$ cat src/rtl/adc_byte_scheduler_pkg.sv
// Shared types and constants for the ADC byte scheduler.
// Frame layout is {tag, channel, sample[31:0]}, sent header first, then the sample MSB first.
package adc_sched_pkg;

    typedef enum logic {
        IDLE = 1'b0,
        SEND = 1'b1
    } sched_state_t;

    localparam int         BYTES_PER_FRAME = 5;
    localparam logic [3:0] HDR_TAG_DEFAULT = 4'hA;
    localparam int         MAX_NCH         = 16;

    function automatic logic [7:0] frame_byte(input logic [39:0] frame, input logic [2:0] idx);
        logic [7:0] b;
        case (idx)
            3'd0:    b = frame[39:32];
            3'd1:    b = frame[31:24];
            3'd2:    b = frame[23:16];
            3'd3:    b = frame[15:8];
            3'd4:    b = frame[7:0];
            default: b = 8'h00;
        endcase
        return b;
    endfunction

endpackage

$ cat src/rtl/adc_byte_scheduler_if.sv
// Sample-in / byte-out bundle between the ADC capture blocks, the scheduler and the byte sink.
interface adc_byte_scheduler_if #(
    parameter int NCH = 4
);
    logic [NCH-1:0]     new_data;
    logic [32*NCH-1:0]  adc_data;
    logic               tx_ready;
    logic               tx_valid;
    logic [7:0]         tx_byte;
    logic [NCH-1:0]     overrun;
    logic               clr_overrun;
    logic               busy;

    modport master (
        output new_data, adc_data, tx_ready, clr_overrun,
        input  tx_valid, tx_byte, overrun, busy
    );

    modport slave (
        input  new_data, adc_data, tx_ready, clr_overrun,
        output tx_valid, tx_byte, overrun, busy
    );
endinterface

$ cat src/rtl/adc_byte_scheduler_rr_arbiter.sv
// Combinational round-robin arbiter: picks the first request at or above i_ptr, wrapping modulo NCH.
module rr_arbiter
    import adc_sched_pkg::*;
#(
    parameter int NCH = 4
) (
    input  logic [NCH-1:0]               i_req,
    input  logic [$clog2(MAX_NCH)-1:0]   i_ptr,
    output logic [NCH-1:0]               o_gnt,
    output logic [$clog2(MAX_NCH)-1:0]   o_gnt_idx,
    output logic                         o_any
);

    // Outer loop walks the search order; inner loop keeps every index constant.
    always_comb begin
        o_gnt     = '0;
        o_gnt_idx = '0;
        o_any     = 1'b0;
        for (int k = 0; k < NCH; k++) begin
            for (int c = 0; c < NCH; c++) begin
                if (!o_any && i_req[c] && (c == ((int'(i_ptr) + k) % NCH))) begin
                    o_any     = 1'b1;
                    o_gnt[c]  = 1'b1;
                    o_gnt_idx = ($clog2(MAX_NCH))'(c);
                end
            end
        end
    end

endmodule

$ cat src/rtl/adc_byte_scheduler.sv
// Shares one byte sink between NCH ADC channels: one pending sample per channel,
// round-robin grant, 5-byte frame per sample with valid/ready backpressure.
//
//   state | meaning
//   IDLE  | no frame in flight; grants the next pending channel if any
//   SEND  | offering frame byte r_byte_cnt, advancing on tx_ready
module adc_byte_scheduler
    import adc_sched_pkg::*;
#(
    parameter int         NCH     = 4,
    parameter logic [3:0] HDR_TAG = HDR_TAG_DEFAULT
) (
    input  logic                  clk,
    input  logic                  rst_n,
    adc_byte_scheduler_if.slave   bus
);

    sched_state_t   r_state;
    sched_state_t   w_state_nxt;
    logic [31:0]    r_hold [NCH];
    logic [NCH-1:0] r_pending;
    logic [NCH-1:0] r_overrun;
    logic [3:0]     r_rr_ptr;
    logic [2:0]     r_byte_cnt;
    logic [39:0]    r_frame;

    logic [NCH-1:0] w_gnt;
    logic [NCH-1:0] w_take;
    logic [NCH-1:0] w_ovr_set;
    logic [3:0]     w_gnt_idx;
    logic [31:0]    w_sel_hold;
    logic           w_any;
    logic           w_grant;
    logic           w_accept;
    logic           w_last;

    rr_arbiter #(.NCH(NCH)) u_arb (
        .i_req     (r_pending),
        .i_ptr     (r_rr_ptr),
        .o_gnt     (w_gnt),
        .o_gnt_idx (w_gnt_idx),
        .o_any     (w_any)
    );

    assign w_grant   = (r_state == IDLE) && w_any;
    assign w_take    = {NCH{w_grant}} & w_gnt;
    // A strobe on the channel being granted refills it instead of counting as an overrun.
    assign w_ovr_set = bus.new_data & r_pending & ~w_take;
    assign w_accept  = (r_state == SEND) && bus.tx_ready;
    assign w_last    = (r_byte_cnt == 3'(BYTES_PER_FRAME - 1));

    always_comb begin
        w_sel_hold = '0;
        for (int c = 0; c < NCH; c++) begin
            if (w_gnt[c]) w_sel_hold = r_hold[c];
        end
    end

    always_ff @(posedge clk or negedge rst_n) begin
        if (!rst_n) r_state <= IDLE;
        else        r_state <= w_state_nxt;
    end

    always_comb begin
        w_state_nxt = r_state;
        case (r_state)
            IDLE:    if (w_any) w_state_nxt = SEND;
            SEND:    if (w_accept && w_last) w_state_nxt = IDLE;
            default: w_state_nxt = IDLE;
        endcase
    end

    always_comb begin
        bus.tx_valid = 1'b0;
        bus.tx_byte  = 8'h00;
        if (r_state == SEND) begin
            bus.tx_valid = 1'b1;
            bus.tx_byte  = frame_byte(r_frame, r_byte_cnt);
        end
    end

    always_ff @(posedge clk or negedge rst_n) begin
        if (!rst_n) begin
            r_pending <= '0;
            r_overrun <= '0;
            for (int i = 0; i < NCH; i++) r_hold[i] <= '0;
        end else begin
            r_pending <= (r_pending & ~w_take) | bus.new_data;
            r_overrun <= w_ovr_set | (r_overrun & ~{NCH{bus.clr_overrun}});
            for (int i = 0; i < NCH; i++) begin
                if (bus.new_data[i] && (!r_pending[i] || w_take[i]))
                    r_hold[i] <= bus.adc_data[32*i +: 32];
            end
        end
    end

    always_ff @(posedge clk or negedge rst_n) begin
        if (!rst_n) begin
            r_frame    <= '0;
            r_rr_ptr   <= '0;
            r_byte_cnt <= '0;
        end else if (w_grant) begin
            r_frame    <= {HDR_TAG, w_gnt_idx, w_sel_hold};
            r_rr_ptr   <= (w_gnt_idx == 4'(NCH - 1)) ? 4'd0 : w_gnt_idx + 4'd1;
            r_byte_cnt <= '0;
        end else if (w_accept && !w_last) begin
            r_byte_cnt <= r_byte_cnt + 3'd1;
        end
    end

    assign bus.overrun = r_overrun;
    assign bus.busy    = (r_state == SEND) || (|r_pending);

endmodule

$ cat src/flat_wrapper.sv
// flat-port wrapper written by rule: the top's interface ports become plain ports
module adc_byte_scheduler_flat import adc_sched_pkg::*;
#(
    parameter int         NCH     = 4,
    parameter logic [3:0] HDR_TAG = HDR_TAG_DEFAULT
)
  (clk, rst_n, bus_new_data, bus_adc_data, bus_tx_ready, bus_clr_overrun, bus_tx_valid, bus_tx_byte, bus_overrun, bus_busy);
  adc_byte_scheduler_if #(.NCH(NCH)) bus_i ();
  input  logic clk;
  input  logic rst_n;
  input wire logic [$bits(bus_i.new_data)-1:0] bus_new_data;
  input wire logic [$bits(bus_i.adc_data)-1:0] bus_adc_data;
  input wire logic [$bits(bus_i.tx_ready)-1:0] bus_tx_ready;
  input wire logic [$bits(bus_i.clr_overrun)-1:0] bus_clr_overrun;
  output wire logic [$bits(bus_i.tx_valid)-1:0] bus_tx_valid;
  output wire logic [$bits(bus_i.tx_byte)-1:0] bus_tx_byte;
  output wire logic [$bits(bus_i.overrun)-1:0] bus_overrun;
  output wire logic [$bits(bus_i.busy)-1:0] bus_busy;
  assign bus_i.new_data = bus_new_data;
  assign bus_i.adc_data = bus_adc_data;
  assign bus_i.tx_ready = bus_tx_ready;
  assign bus_i.clr_overrun = bus_clr_overrun;
  assign bus_tx_valid = bus_i.tx_valid;
  assign bus_tx_byte = bus_i.tx_byte;
  assign bus_overrun = bus_i.overrun;
  assign bus_busy = bus_i.busy;
  adc_byte_scheduler #(.NCH(NCH), .HDR_TAG(HDR_TAG)) u_core (.clk(clk), .rst_n(rst_n), .bus(bus_i));
endmodule
$ cat config.mk
export PLATFORM = sky130hd
export DESIGN_NAME = adc_byte_scheduler_flat
export DESIGN_NICKNAME = d
export VERILOG_FILES = /design/src/rtl/adc_byte_scheduler_pkg.sv /design/src/rtl/adc_byte_scheduler_if.sv /design/src/rtl/adc_byte_scheduler_rr_arbiter.sv /design/src/rtl/adc_byte_scheduler.sv /design/src/flat_wrapper.sv
export SDC_FILE = /design/constraint.sdc
export NUM_CORES = 1
export LEC_CHECK = 0
export CAP_MARGIN = 20
export CORE_AREA = 2 2 151 153
export DETAILED_ROUTE_END_ITERATION = 8
export DIE_AREA = 0 0 153 155
export DONT_BUFFER_PORTS = 1
export GPL_TIMING_DRIVEN = 1
export REMOVE_ABC_BUFFERS = 1
export SETUP_SLACK_MARGIN = 0.02
export SYNTH_ARGS = -nofsm -noshare
export SYNTH_HDL_FRONTEND = slang
export SYNTH_SLANG_ARGS = --single-unit
export TNS_END_PERCENT = 5
$ cat constraint.sdc
create_clock -name clk -period 2.2 [get_ports clk]
set_clock_uncertainty 0.15 [all_clocks]
set_input_delay 0.22 -clock clk [delete_from_list [all_inputs] [get_ports clk]]
set_output_delay 0.22 -clock clk [all_outputs]
set_load 0.02 [all_outputs]
[Word level (Yosys, flattened, before mapping)]
Cells that the tools add are included.
Widths: inputs -> output; s select.
Storage, ports and cells
  register bits after elaboration: 179
  memories: 0
  bits of input ports: 136
  output and inout bits: 14
  bits in latches: 0
  bits in read-only memories: 0
  word-level logic and storage cells: 178
  memory bits (writable): 0
Cells by class
  div/mod/pow operators: 0
  multiply operators: 0
  shifts and indexed selects: 0
  add/sub/neg operators: 5
  equal/unequal tests: 17
  magnitude comparators: 0
  muxes and demuxes: 59
  reduce and logical (&&, ||, !) cells: 74
  bitwise gates (word level): 13
Operators with widths (number)
  $logic_not 32->1: 4
  $mux 32: 4
  $mux 4: 14
  $pmux 8 s5: 1
  $logic_and 1x1->1: 39
  $mux 1: 35
  $and 4x4->4: 5
  $logic_not 1->1: 20
  $eq 3x3->1 const A: 6
  $eq 2x3->1 const A: 3
  $mux 8: 1
  $not 4->4: 2
  $or 4x4->4: 2
  $eq 3x2->1 const B: 2
  $mux 3: 2
  $reduce_or 2->1: 3
  $logic_or 1x1->1: 5
  $add 2x1->2 const B: 2
  $add 2x2->2 const B: 2
  $eq 2x2->1 const A: 2
  $eq 4x2->1 const B: 1
  $reduce_or 4->1: 1
  $add 3x1->3 const B: 1
  $and 1x1->1 const A: 3
  8 further kinds: 8

[Longest topological paths before layout]
Gate-level depths: netlist of run 1.
  depth in word-level cells: 68
  depth in mapped cells: 8
  gate-level depth less buffers: 7

[Cells and area by module]
A second synthesis of run 1 with hierarchy kept.
Unflattened totals
  cells, all modules: 725
  area, all modules: 8484.4 um^2
Modules (own cells, without submodules)
  adc_byte_scheduler: instances 1, sequential area each 4529.3 um^2, area each 8316.7 um^2, cells an instance 695
  rr_arbiter: instances 1, sequential area each 0.0 um^2, area each 167.7 um^2, cells an instance 30

[Least setup slack after synthesis of run 1]
Ideal clock, no wire load.
  path type: register to output
  start point: register u_core.r_byte_cnt[2]
  end point: output bus_tx_byte[0]
  path buffers: 2
  setup slack: -0.087 ns
  stages on the path, launching flop included: 7
  arrival time: 1.917 ns
  data required time: 1.830 ns
  cell sequence: dfrtp_1 -> clkbuf_1 -> inv_1 -> ha_1 -> buf_1 -> o31ai_1 -> nor2_1
Between the ends
  cells in the longest elaborated chain, start to end: 3
  elaborated cells on any way between the ends: 7
  those cells by class: eq/ne: 4; mux: 2; reduce/logical: 1
Ends and longest elaborated chain
  start: declaration: line adc_byte_scheduler.sv:24  | logic [2:0] r_byte_cnt;
  start signal: assignment: line adc_byte_scheduler.sv:107  | r_byte_cnt <= r_byte_cnt + 3'd1;
  $eq 3x3->1, or another cell as far along: line adc_byte_scheduler_pkg.sv:16  | case (idx)
  $pmux 8 s5 (*): line adc_byte_scheduler_pkg.sv:16
  $mux 8 (*): line adc_byte_scheduler.sv:76  | if (r_state == SEND) begin
  end: declaration: line flat_wrapper.sv:16  | output wire logic [$bits(bus_i.tx_byte)-1:0] bus_tx_byte;
Every way passes the cells marked *; elsewhere a longest branch is shown, timed or not.

[Final worst setup path of run 1]
  start point: register u_core.r_byte_cnt[0]
  end point: output bus_tx_byte[3]
Same word-level chain as after synthesis.

==> results of run 1 <==
## layout make-up
class                   count  area [sq um]  area share (%)
repair buffers            184          1910            16.7
inverters                  16          65.1           0.571
clock inverters            13           184            1.61
flip-flops and latches    177          4430            38.9
well taps                 285           357            3.13
clock buffers              19           453            3.97
multi-input cells         386          4000            35.1
diodes                      1          2.50          0.0219
## where the power goes
part	switching [uW]	internal, uW	leakage (uW)
clock network	1360	1960	0.000305
logic	2960	3220	0.00265
registers	987	4570	0.00227
## cells by family (layout without fill, tap and decap cells)
kind of cell / after synthesis / after routing
buffers and inverters: 62 / 232
XOR/XNOR: 1 / 1
other: 0 / 1
multiplexers: 130 / 130
adder cells (fa/ha/maj): 5 / 5
AO/OA/AOI/OAI: 146 / 146
AND/OR/NAND/NOR: 104 / 104
flip-flops: 177 / 177
## routing by layer
metal | up-vias | share of wire (%) | wire length, um | track usage, %
li1 | 2612 | - | - | -
met1 | 2949 | 46 | 10400 | 27.0
met2 | 161 | 48 | 10900 | 32.3
met4 | 0 | 1.5 | 338 | 5.25
met5 | - | 0 | 0 | 0
met3 | 34 | 4.9 | 1110 | 4.46
## cells in the mapped netlist (all sizes together) (2+ instances only)
master  instances
and2            2
nor2           47
ha              5
a22oi          10
a22o            2
o21ai           6
buf            37
a222oi          2
nor2b          36
nand2          10
a21oi           9
clkbuf          9
a221oi         32
nand2b          3
dfrtp         177
nor3            2
mux2i           2
mux2          128
o22ai           7
o31ai          34
inv            16
a31oi          36
## cells in the final DEF, fill, tap and decap left out, drive strengths merged, types with 9 or more instances in the layout
cell type and instances:
a21oi 9, a221oi 32, a22oi 10, a31oi 36, buf 50, clkbuf 19, dfrtp 177, dlygate4sd3 134
inv 17, mux2 128, nand2 10, nor2 47, nor2b 36, o31ai 34
## sequential cells by signal, summed over array words and instances, names as in the netlist
register and count:
u_core.r_state 1, u_core.r_hold 128, u_core.r_rr_ptr 2, u_core.r_byte_cnt 3, u_core.r_pending 4, u_core.r_frame 35
u_core.bus.overrun 4
## worst max path at each step
| stage | startpoint | to | slack (ns) | cells past startpoint |
|---|---|---|---|---|
| after CTS | u_core.r_byte_cnt[1] | bus_tx_byte[7] | -0.27 | 9 |
| after floorplan | u_core.r_state | u_core.r_frame[12] | -3.55 | 3 |
| after global routing | u_core.r_byte_cnt[0] | bus_tx_byte[3] | -0.26 | 7 |
| final | u_core.r_byte_cnt[0] | bus_tx_byte[3] | -0.18 | 7 |
| after global placement | u_core.r_pending[3] | u_core.r_frame[13] | 0.01 | 6 |
| after detailed placement | u_core.r_pending[3] | u_core.r_frame[13] | -0.04 | 6 |
## stage by stage
| step | hold WS (ns) | instance area (sq um) | instances |
|---|---|---|---|
| 6_report | -0.673 | 11400 | 1081 |
| 5_1_grt | -0.695 | 11400 | 1081 |
| 4_1_cts | -0.691 | 11300 | 1080 |
| 3_5_place_dp | -0.219 | 9230 | 912 |
| 3_3_place_gp | -0.220 | 9230 | 912 |
| 2_1_floorplan | -0.226 | 8330 | 579 |
## repair_timing
| item | 4_1_cts | 5_1_grt |
|---|---|---|
| hold endpoints to repair | 317 | 177 |
| setup buffers | 2 | 0 |
| resized for setup | 30 | 17 |
| pin swaps | 5 | 9 |
| endpoints found under the setup margin | 40 | 141 |
==> results, run 1 <==
- The run finished, with violations left.
- The checks that failed: hold timing, setup timing.
- The hold violation total from the final report is 177.
- Counting every instance in the synthesized netlist gives 625.
- Max-cap violations in this run came to 0.
- The relative max-transition margin is 53.6%.
- In the post-synthesis netlist, the biggest area contributors are sky130_fd_sc_hd__dfrtp_1, sky130_fd_sc_hd__mux2_4, sky130_fd_sc_hd__a221oi_2.
- The total power divided by cell area is 1320 nW/um^2.
- The portion of the post-synthesis area used by sequential elements is 50.9%.
- The main flop type after synthesis is sky130_fd_sc_hd__dfrtp_1.
- The clock-pin slew of the registers on the worst-case setup and hold paths is 0.07 ns.
- Of the total synthesized cell area, the portion taken by AND, OR, NAND and NOR gates is 6.07%.
- The area of the mapped netlist is 8690 sq um.
- The startpoint of the lowest-slack register-to-register path is u_core.r_pending[1].
- After synthesis, the share of flip-flops with an asynchronous set or reset is 100%.
- The critical-path maximum fanout is 4.
- The complex-gate fraction of the synthesized area is 16.5%.
- After routing, the total negative slack on setup checks comes to -1.11 ns.
- Measured against the total synthesized area, the mux share comes to 20.7%.
- The tightest hold path in the finished design has a slack of -0.673 ns.
- The setup slack of the most critical reg-to-reg path is 0.01 ns.
- The number of buffers and inverters on the critical path is 3.
- Counting the buffers created by CTS gives 17.
- Timing analysis after detailed placement gives a worst setup slack of -0.0368 ns.
- The combinational family with the most area after synthesis is multiplexers.
- The endpoint identified for the worst register-to-register timing path is u_core.r_hold[44].
- The final estimated routing congestion in global placement is 0.832.
- Setup violations remaining at the end of the flow were counted as 8.
- The starting density of the core is 39.1%.
- The post-layout total power is 15,100 uW.
- The number of remaining DRC errors is 0.
- At the end of the flow the core is filled with cells to 51.3%.
- Static timing analysis puts the maximum clock frequency at 420 MHz.
- Before antenna repair, the detailed router went through 4 iterations.
- The final layout contains routed wiring with a total length of 22,800 um.
- The count of flip-flops with a built-in enable after synthesis is 0.
- In this run the horizontal extent of the chip is 153 um.
- Summed over all cells, the static leakage comes to 0.00522 uW.
- The via count of the first global-routing pass was 6,360.
- TritonCTS built the clock tree.
- The startpoint class of the critical path is a register.
- At the pin with the least slew margin, the transition time is 0.694 ns.
- The filler cells instantiated in the layout total 1,858.
- Traced cell by cell, the critical path runs through inv_4 > ha_4 > buf_6 > a22o_4 > a222oi_1 > nor2_2 > buf_6.
- The synthesis warning total is 0.
- Setup repair after global routing could not meet its margin everywhere.
- The critical path is of the reg2out type.
- The post-detailed-route wirelength per cell is 21.1 um.
- The later pin in the worst-skew pair is clocked with a latency of 0.44 ns.
- For this run, the slowest stage of the critical path takes 0.43 ns.
- The floorplan has 55 rows.
- After synthesis, the mean cell area works out to 13.9 sq um.
- In the global route stage, overall resource usage came out at 19.8%.
- The required time of the worst setup path is 1.83 ns.
- The minimum clock period is 2.38 ns.
- The core region area is 22,200 sq um.
- No sink is reached through more buffers than the 2 on the longest clock path.
- The worst register-to-register path has a depth of 7.
- The estimated wirelength of the detail-placed design is 14,900 um.
- The quantity of I/O buffers inserted on ports is 0.
- After synthesis the netlist holds a flip-flop and latch count of 177.
- The global-route wire length before repair is 36,700 um.
- The layout-stage area growth over the synthesis result is 31.2%.
- The path class of the lowest-slack min-delay path is in2async.
- The maximum number of pins on one net before global-route repair is 178.
- The post-detailed-route count of antenna-violating nets is 0.
- Among cell families on the critical path, the largest total delay comes from compound AO/OA/AOI/OAI gates.
- The share of the synthesized area in the top cell type is 50.9%.
- The number of I/O pins is 150.
- The slowest stage of the critical path is the sky130_fd_sc_hd__dfrtp_2 cell.
- Detailed routing inserted a total of 5,756 vias.
- STA puts the critical path data arrival time at 2.01 ns.
- The layout net count is 923.
- In the routed layout, each cell is associated on average with a via count of 5.32.
- In this design, the critical path's most frequently occurring cell is sky130_fd_sc_hd__buf_6.
- The number of distinct library cell variants in the gate-level netlist after synthesis is 50.
- In this run, the number of DRC markers left after iteration 0 of detailed routing was 343.
- Summing the areas of all fa, ha and maj instances in the mapped netlist gives 0.720% of the synthesized area.
- The floorplan step defined a die boundary enclosing 23,700 sq um.
- The floorplan step set the die height to 155 um.
- Across the VDD grid, the largest voltage drop is 0.000578 V.
- Hold repair after CTS inserted 134 buffers.
- The number of max-slew violations in the final report is 0.
- The worst path uses 108% of the clock period.
- The library cell used as clock root buffer is sky130_fd_sc_hd__clkbuf_16.
- The depth of the CTS H-tree is 4.
- The worst setup path is captured at an output pin.
- Summed over all layers, the global routing overflow is 0.
- For this design, the sink count on the clock tree is 177.
- Cells with a size suffix above 1 make up 39.7% of the layout.
- The synthesized design spends more area on one cell type than any other, namely sky130_fd_sc_hd__dfrtp_1.
- The XOR/XNOR share of the synthesized area is 0.101%.
- The worst setup slack after layout is -0.181 ns.
- The initial antenna violation count is 1.
Note: power is estimated with default switching activity, not from simulation.
==> run 2: changes to the inputs <==
CORE_AREA = 2 2 153 155   (was 2 2 151 153)
DIE_AREA = 0 0 155 157   (was 0 0 153 155)
SLEW_MARGIN = 40   (was unset)
clock period = 2.31 ns   (was 2.2 ns; I/O delays follow)
==> results, run 2 (synthesized netlist as in run 1, its figures left out) <==
- The TritonCTS clock tree is yes (unchanged).
- The startpoint of the lowest-slack register-to-register path was u_core.r_rr_ptr[1] (was u_core.r_pending[1]).
- The core region area is 22,500 sq um (was 22,200 sq um).
- The post-detailed-route count of antenna-violating nets came to 0 (unchanged).
- The cell area after layout was 11,300 sq um (was 11,400 sq um).
- The most frequent standard cell in the layout excluding fill and tap cells was sky130_fd_sc_hd__dfrtp_1 (unchanged).
- The final count of negative-setup-slack endpoints is 5 (was 8).
- The remaining global-route overflow came to 0 (unchanged).
- The number of I/O pins was 150 (unchanged).
- The library cell used as clock root buffer is sky130_fd_sc_hd__clkbuf_16 (unchanged).
- Subtracting the final worst setup slack from the clock period gives 2.34 ns.
- The count of routing violations after the opening detailed-route iteration is 326 (was 343).
- The starting density of the core is 38.6% (was 39.1%).
- The path class of the lowest-slack min-delay path is in2async (unchanged).
- The via count of the first global-routing pass is 6,459 (was 6,360).
- Unrepaired setup endpoints after global routing: yes (unchanged).
- The CTS buffer count is 17 (unchanged).
- The met1 wire length was 10,400 um (about the same).
- The antenna cell count came to 0 (was 1).
- The smallest hold slack is -0.652 ns (was -0.673 ns).
- The utilization after layout is 50.1% (was 51.3%).
- The post-detailed-routing wire length is 22,900 um (was 22,800 um).
- The global-route wire length before repair is 37,000 um (was 36,700 um).
- Outcome: complete, but fails checks (unchanged).
- Derived from the worst setup path, the maximum achievable clock frequency is 428 MHz.
- The signal arrival time at the worst endpoint is 1.95 ns (was 2.01 ns).
- The setup slack at placement is -0.0257 ns (was -0.0368 ns).
- The setup slack of the most critical reg-to-reg path is 0.06 ns (was 0.01 ns).
- The number of max-slew violations in the final report is 0 (unchanged).
- The uppermost metal layer occupied by signal nets is met4 (unchanged).
- The depth of the CTS H-tree came to 4 (unchanged).
- The critical-path maximum fanout is 8 (was 4).
- The maximum number of buffers from clock root to sink came to 2 (unchanged).
- The critical path endpoint category is an output pin (unchanged).
- The number of max-capacitance violations reported came to 0 (unchanged).
- The insertion delay to the later sink of the worst-skew pair came to 0.42 ns (was 0.44 ns).
- The startpoint class of the critical path is a register (unchanged).
- The post-place instance area is 9150 sq um (was 9230 sq um).
- The peak supply drop came to 0.000654 V (was 0.000578 V).
- Most frequent cells in the layout: sky130_fd_sc_hd__dfrtp_1, sky130_fd_sc_hd__dlygate4sd3_1, sky130_fd_sc_hd__mux2_4 (unchanged).
- The layout-stage area growth over the synthesis result is 29.6% (was 31.2%).
- Of the available clock period, the critical path in the final layout requires 101%.
- The share of cells above drive strength 1 is 38.9% (was 39.7%).
- The vias per cell was 5.33 (was 5.32).
- The total power divided by cell area came to 1230 nW/um^2 (was 1320 nW/um^2).
- The quantity of I/O buffers inserted on ports is 0 (unchanged).
- The actual transition at the worst max-transition pin is 0.415 ns (was 0.694 ns).
- The floorplan die area is 24,300 sq um (was 23,700 sq um).
- The iteration count of the initial detailed-routing pass is 4 (unchanged).
- The reg-to-reg endpoint is u_core.r_hold[64] (was u_core.r_hold[44]).
- The number of remaining DRC errors is 0 (unchanged).
- The worst setup slack after layout is -0.0259 ns (was -0.181 ns).
- The clock-pin slew of the registers on the worst-case setup and hold paths is 0.07 ns (about the same).
- The flip-flop count of the largest register, all copies and words added is 128 (unchanged).
- The maximum number of pins on one net before global-route repair is 178 (unchanged).
- The estimated wirelength of the detail-placed design came to 14,600 um (was 14,900 um).
- The number of rows created at floorplan was 55 (unchanged).
- The relative max-transition margin is 72.1% (was 53.6%).
- The required time of the worst setup path is 1.93 ns (was 1.83 ns).
- The post-layout total power is 13,900 uW (was 15,100 uW).
- The number of hold buffers added after cts is 135 (was 134).
- The initial antenna violation count is 0 (was 1).
- The total length of routed met3 wires is 1040 um (was 1110 um).
- The register with the highest flop count is u_core.r_hold (unchanged).
- The setup TNS after final layout is -0.0720 ns (was -1.11 ns).
- The final estimated routing congestion in global placement is 0.858 (was 0.832).
- The global routing usage summed across all routing layers is 19.8% (about the same).
- The hold violation total from the final report is 177 (unchanged).
- The number of clock sinks is 177 (unchanged).
- The post-detailed-route wirelength per cell is 21.3 um (was 21.1 um).
- The worst reg2reg path depth was 7 (unchanged).
- The leakage power summed over all cells was 0.00514 uW (was 0.00522 uW).
- The length of routed met2 wiring is 11,000 um (was 10,900 um).
- The via total after detailed routing is 5,735 (was 5,756).
- Violations in the final reports: hold timing, setup timing (unchanged).
- The layout net count came to 920 (was 923).
- The start point of the critical path is u_core.r_byte_cnt[0] (unchanged).
- The width of the die is 155 um (was 153 um).
- The critical path start-end classification is reg2out (unchanged).
- Registers with the highest flip-flop counts: u_core.r_hold: 128 flops, u_core.r_frame: 35 flops (unchanged).
- The y dimension of the die is 157 um (was 155 um).
run 2: changes by cell type in the layout (fill, tap and decap cells not counted), sizes merged, moves of 2 or more:
cell    before  now
buf         50   46
bufinv       4    1
clkinv       5    3
inv         17   21
run 2: cell type report:
class | count | area (sq um)
clock buffer | 18 | 439
clock inverter | 13 | 126
fill | 1905 | 11200
inverter | 16 | 65.1
multi-input combinational | 386 | 4020
sequential | 177 | 4430
tap | 285 | 357
timing repair buffer | 181 | 1830
run 2: critical path: stages (launching register included):
cell,delay (ns)
sky130_fd_sc_hd__dfrtp_2,0.48
sky130_fd_sc_hd__ha_4,0.19
sky130_fd_sc_hd__ha_4,0.18
sky130_fd_sc_hd__o31ai_2,0.24
sky130_fd_sc_hd__buf_6,0.19
sky130_fd_sc_hd__a31oi_1,0.06
sky130_fd_sc_hd__buf_4,0.18
run 2: how the worst max path moves through the flow:
stage | cells after the start | end | slack (ns)
floorplan | 3 | u_core.r_frame[12] | -3.44
global route | 8 | bus_tx_byte[7] | -0.14
finish | 6 | bus_tx_byte[7] | -0.03
global placement | 6 | u_core.r_frame[14] | -0.23
detailed placement | 7 | u_core.r_hold[64] | -0.03
CTS | 8 | bus_tx_byte[7] | -0.07
run 2: routing by layer:
metal / vias up / global-route usage (%)
met5: - / 0
li1: 2613 / -
met1: 2920 / 25.9
met2: 172 / 32.6
met3: 30 / 4.41
met4: 0 / 6.66
run 2: timing repair:
item	4_1_cts	5_1_grt
hold endpoints to repair	317	177
setup endpoints to repair	40	47
pin swaps	9	4
resized for setup	35	9
setup buffers	5	0
cloned	0	0
run 2: report_power, final:
| part | switching, uW | internal (uW) | total (uW) |
|---|---|---|---|
| clock | 1320 | 1530 | 2850 |
| combinational | 2780 | 2990 | 5770 |
| sequential | 937 | 4350 | 5290 |
run 2: through the flow:
stage,hold slack [ns],cells
3_5_place_dp,-0.207,908
2_1_floorplan,-0.215,579
6_report,-0.652,1076
3_3_place_gp,-0.208,906
4_1_cts,-0.676,1076
5_1_grt,-0.684,1076
==> run 3: changes to the inputs <==
SETUP_SLACK_MARGIN = unset   (was 0.02)
==> results, run 3 (synthesized netlist as in run 1, its figures left out) <==
- The most frequent standard cell in the layout excluding fill and tap cells is sky130_fd_sc_hd__dfrtp_1 (unchanged).
- The worst setup slack after layout is -0.0224 ns (was -0.0259 ns).
- The maximum number of pins on one net before global-route repair was 178 (unchanged).
- The post-detailed-routing wire length is 22,800 um (was 22,900 um).
- The cell at the slowest stage of the critical path is sky130_fd_sc_hd__dfrtp_2 (unchanged).
- The clock-pin slew of the registers on the worst-case setup and hold paths is 0.07 ns (about the same).
- The number of I/O pins is 150 (unchanged).
- The total of fill cells in the finished design is 1,907 (was 1,905).
- The required time of the worst setup path is 1.93 ns (about the same).
- The minimum clock period came to 2.33 ns (was 2.34 ns).
- The TritonCTS clock tree is yes (unchanged).
- The cell repeated most along the worst path is sky130_fd_sc_hd__ha_4 (unchanged).
- The smallest hold slack is -0.652 ns (about the same).
- The layout net count came to 920 (unchanged).
- The register with the highest flop count is u_core.r_hold (unchanged).
- The width of the die is 155 um (unchanged).
- The length of routed met2 wiring is 11,000 um (about the same).
- The setup slack of the most critical reg-to-reg path is 0.05 ns (was 0.06 ns).
- The remaining global-route overflow was 0 (unchanged).
- The final estimated routing congestion in global placement is 0.858 (unchanged).
- The met1 wire length is 10,300 um (was 10,400 um).
- The number of non-filler instances in the completed layout was 1,076 (unchanged).
- The number of rows created at floorplan came to 55 (unchanged).
- The instance count on the critical path is 6 (unchanged).
- The CTS buffer count is 17 (unchanged).
- The antenna cell count came to 0 (unchanged).
- The area taken by flip-flops and latches was 4430 sq um (unchanged).
- Unrepaired setup endpoints after global routing: yes (unchanged).
- The iteration count of the initial detailed-routing pass is 4 (unchanged).
- The via count of the first global-routing pass is 6,455 (was 6,459).
- The startpoint class of the critical path was a register (unchanged).
- The total power divided by cell area came to 1230 nW/um^2 (about the same).
- The vias per cell is 5.32 (was 5.33).
- The layout-stage area growth over the synthesis result is 29.4% (was 29.6%).
- The number of clock sinks is 177 (unchanged).
- The path class of the lowest-slack min-delay path was in2async (unchanged).
- The flip-flop count of the largest register, all copies and words added is 128 (unchanged).
- The leakage power summed over all cells is 0.00513 uW (was 0.00514 uW).
- The count of routing violations after the opening detailed-route iteration was 292 (was 326).
- The share of the clock period used by the worst path after layout is 101% (about the same).
- The starting density of the core is 38.6% (unchanged).
- The number of max-slew violations in the final report is 0 (unchanged).
- The initial antenna violation count is 0 (unchanged).
- The core region area is 22,500 sq um (unchanged).
- The setup TNS after final layout was -0.0564 ns (was -0.0720 ns).
- Outcome: complete, but fails checks (unchanged).
- The quantity of I/O buffers inserted on ports is 0 (unchanged).
- The internal portion of total power is 8860 uW (was 8870 uW).
- Registers with the highest flip-flop counts: u_core.r_hold: 128 flops, u_core.r_frame: 35 flops (unchanged).
- The number of hold buffers added after cts is 135 (unchanged).
- The post-detailed-route wirelength per cell is 21.2 um (was 21.3 um).
- The proportion of total power due to net switching is 36.2% (about the same).
- The number of max-capacitance violations reported is 0 (unchanged).
- The number of remaining DRC errors is 0 (unchanged).
- The critical path endpoint category is an output pin (unchanged).
- The worst reg2reg path depth is 7 (unchanged).
- The achievable frequency is 429 MHz (was 428 MHz).
- Cell Chain, Critical Path: ha_4 > ha_4 > o31ai_2 > buf_6 > a31oi_1 > buf_4 (unchanged).
- The uppermost metal layer occupied by signal nets was met4 (unchanged).
- The post-detailed-route count of antenna-violating nets is 0 (unchanged).
- The global routing usage summed across all routing layers is 19.7% (was 19.8%).
- The combinational fraction of design power is 41.4% (was 41.5%).
- The start point of the critical path is u_core.r_byte_cnt[0] (unchanged).
- The signal arrival time at the worst endpoint is 1.95 ns (about the same).
- The relative max-transition margin was 72.8% (was 72.1%).
- The final count of negative-setup-slack endpoints is 5 (unchanged).
- The area of combinational cells with multiple inputs came to 4000 sq um (was 4020 sq um).
- The share of cells above drive strength 1 is 38.9% (unchanged).
- The library cell used as clock root buffer is sky130_fd_sc_hd__clkbuf_16 (unchanged).
- The register share of total power is 38.1% (was 38.0%).
- The setup slack at placement came to -0.0257 ns (unchanged).
- The proportion of power drawn by the clock network was 20.5% (about the same).
- The cell family with the largest share of critical-path delay is flip-flops (unchanged).
- The power dissipated by switching net loads is 5020 uW (was 5030 uW).
- The maximum number of buffers from clock root to sink is 2 (unchanged).
- The peak supply drop is 0.000537 V (was 0.000654 V).
- The actual transition at the worst max-transition pin is 0.405 ns (was 0.415 ns).
- The startpoint of the lowest-slack register-to-register path is u_core.r_rr_ptr[0] (was u_core.r_rr_ptr[1]).
- The buffers plus inverters on the worst setup path is 2 (unchanged).
- The placed cell count is 908 (unchanged).
- The depth of the CTS H-tree came to 4 (unchanged).
- The estimated wirelength of the detail-placed design came to 14,600 um (unchanged).
- The global-route wire length before repair is 36,900 um (was 37,000 um).
- The via total after detailed routing is 5,726 (was 5,735).
- The critical path start-end classification was reg2out (unchanged).
- The critical path capture point is bus_tx_byte[7] (unchanged).
- The worst stage delay on the critical path is 0.48 ns (about the same).
- The total length of routed met3 wires was 1100 um (was 1040 um).
- The y dimension of the die was 157 um (unchanged).
- The hold violation total from the final report is 177 (unchanged).
- The floorplan die area is 24,300 sq um (unchanged).
- Most frequent cells in the layout: sky130_fd_sc_hd__dfrtp_1, sky130_fd_sc_hd__dlygate4sd3_1, sky130_fd_sc_hd__mux2_4 (unchanged).
- The insertion delay to the later sink of the worst-skew pair came to 0.43 ns (was 0.42 ns).
- The utilization after layout was 50.0% (was 50.1%).
- Violations in the final reports: hold timing, setup timing (unchanged).
- The critical-path maximum fanout is 8 (unchanged).
- The reg-to-reg endpoint is u_core.r_hold[124] (was u_core.r_hold[64]).
==> run 3: final cells by class <==
cell class,count,share of cell area [%]
clock inverter,13,1.12
sequential,177,39.4
inverter,16,0.578
clock buffer,18,3.90
tap,285,3.17
timing repair buffer,181,16.3
multi-input combinational,386,35.6
==> run 3: how the worst min path moves through the flow <==
stage / from / to / slack [ns] / cells after the start
after global routing: rst_n / u_core.r_hold[17] / -0.68 / 0
final: rst_n / u_core.r_hold[17] / -0.65 / 0
after detailed placement: rst_n / u_core.r_hold[18] / -0.21 / 0
after floorplan: rst_n / u_core.bus.overrun[0] / -0.21 / 0
after CTS: rst_n / u_core.r_hold[59] / -0.68 / 0
after global placement: rst_n / u_core.r_hold[17] / -0.21 / 0
==> run 3: power by group through the flow <==
stage / clock network, uW / logic (uW) / registers [uW]
after floorplan: 0 / 3820 / 5000
after global placement: 0 / 5100 / 5250
after detailed placement: 0 / 5290 / 5280
after CTS: 2920 / 5720 / 5270
after global routing: 3050 / 6240 / 5430
final: 2840 / 5750 / 5280
==> run 3: routing by layer <==
metal,up-vias,GRT usage [%]
met2,172,32.6
met5,-,0
li1,2612,-
met1,2914,25.9
met4,0,6.48
met3,28,4.41
==> run 3: repair_timing <==
action	4_1_cts	5_1_grt
gates cloned	0	0
resized for setup	34	8
setup endpoints to repair	35	72
buffers inserted	5	0
endpoints found under the hold margin	317	177
pin swaps	9	4
==> run 3: stage by stage <==
step | cell area [sq um] | total power (uW)
4_1_cts | 11200 | 13900
3_3_place_gp | 9120 | 10300
5_1_grt | 11300 | 14700
6_report | 11300 | 13900
2_1_floorplan | 8330 | 8820
3_5_place_dp | 9150 | 10600
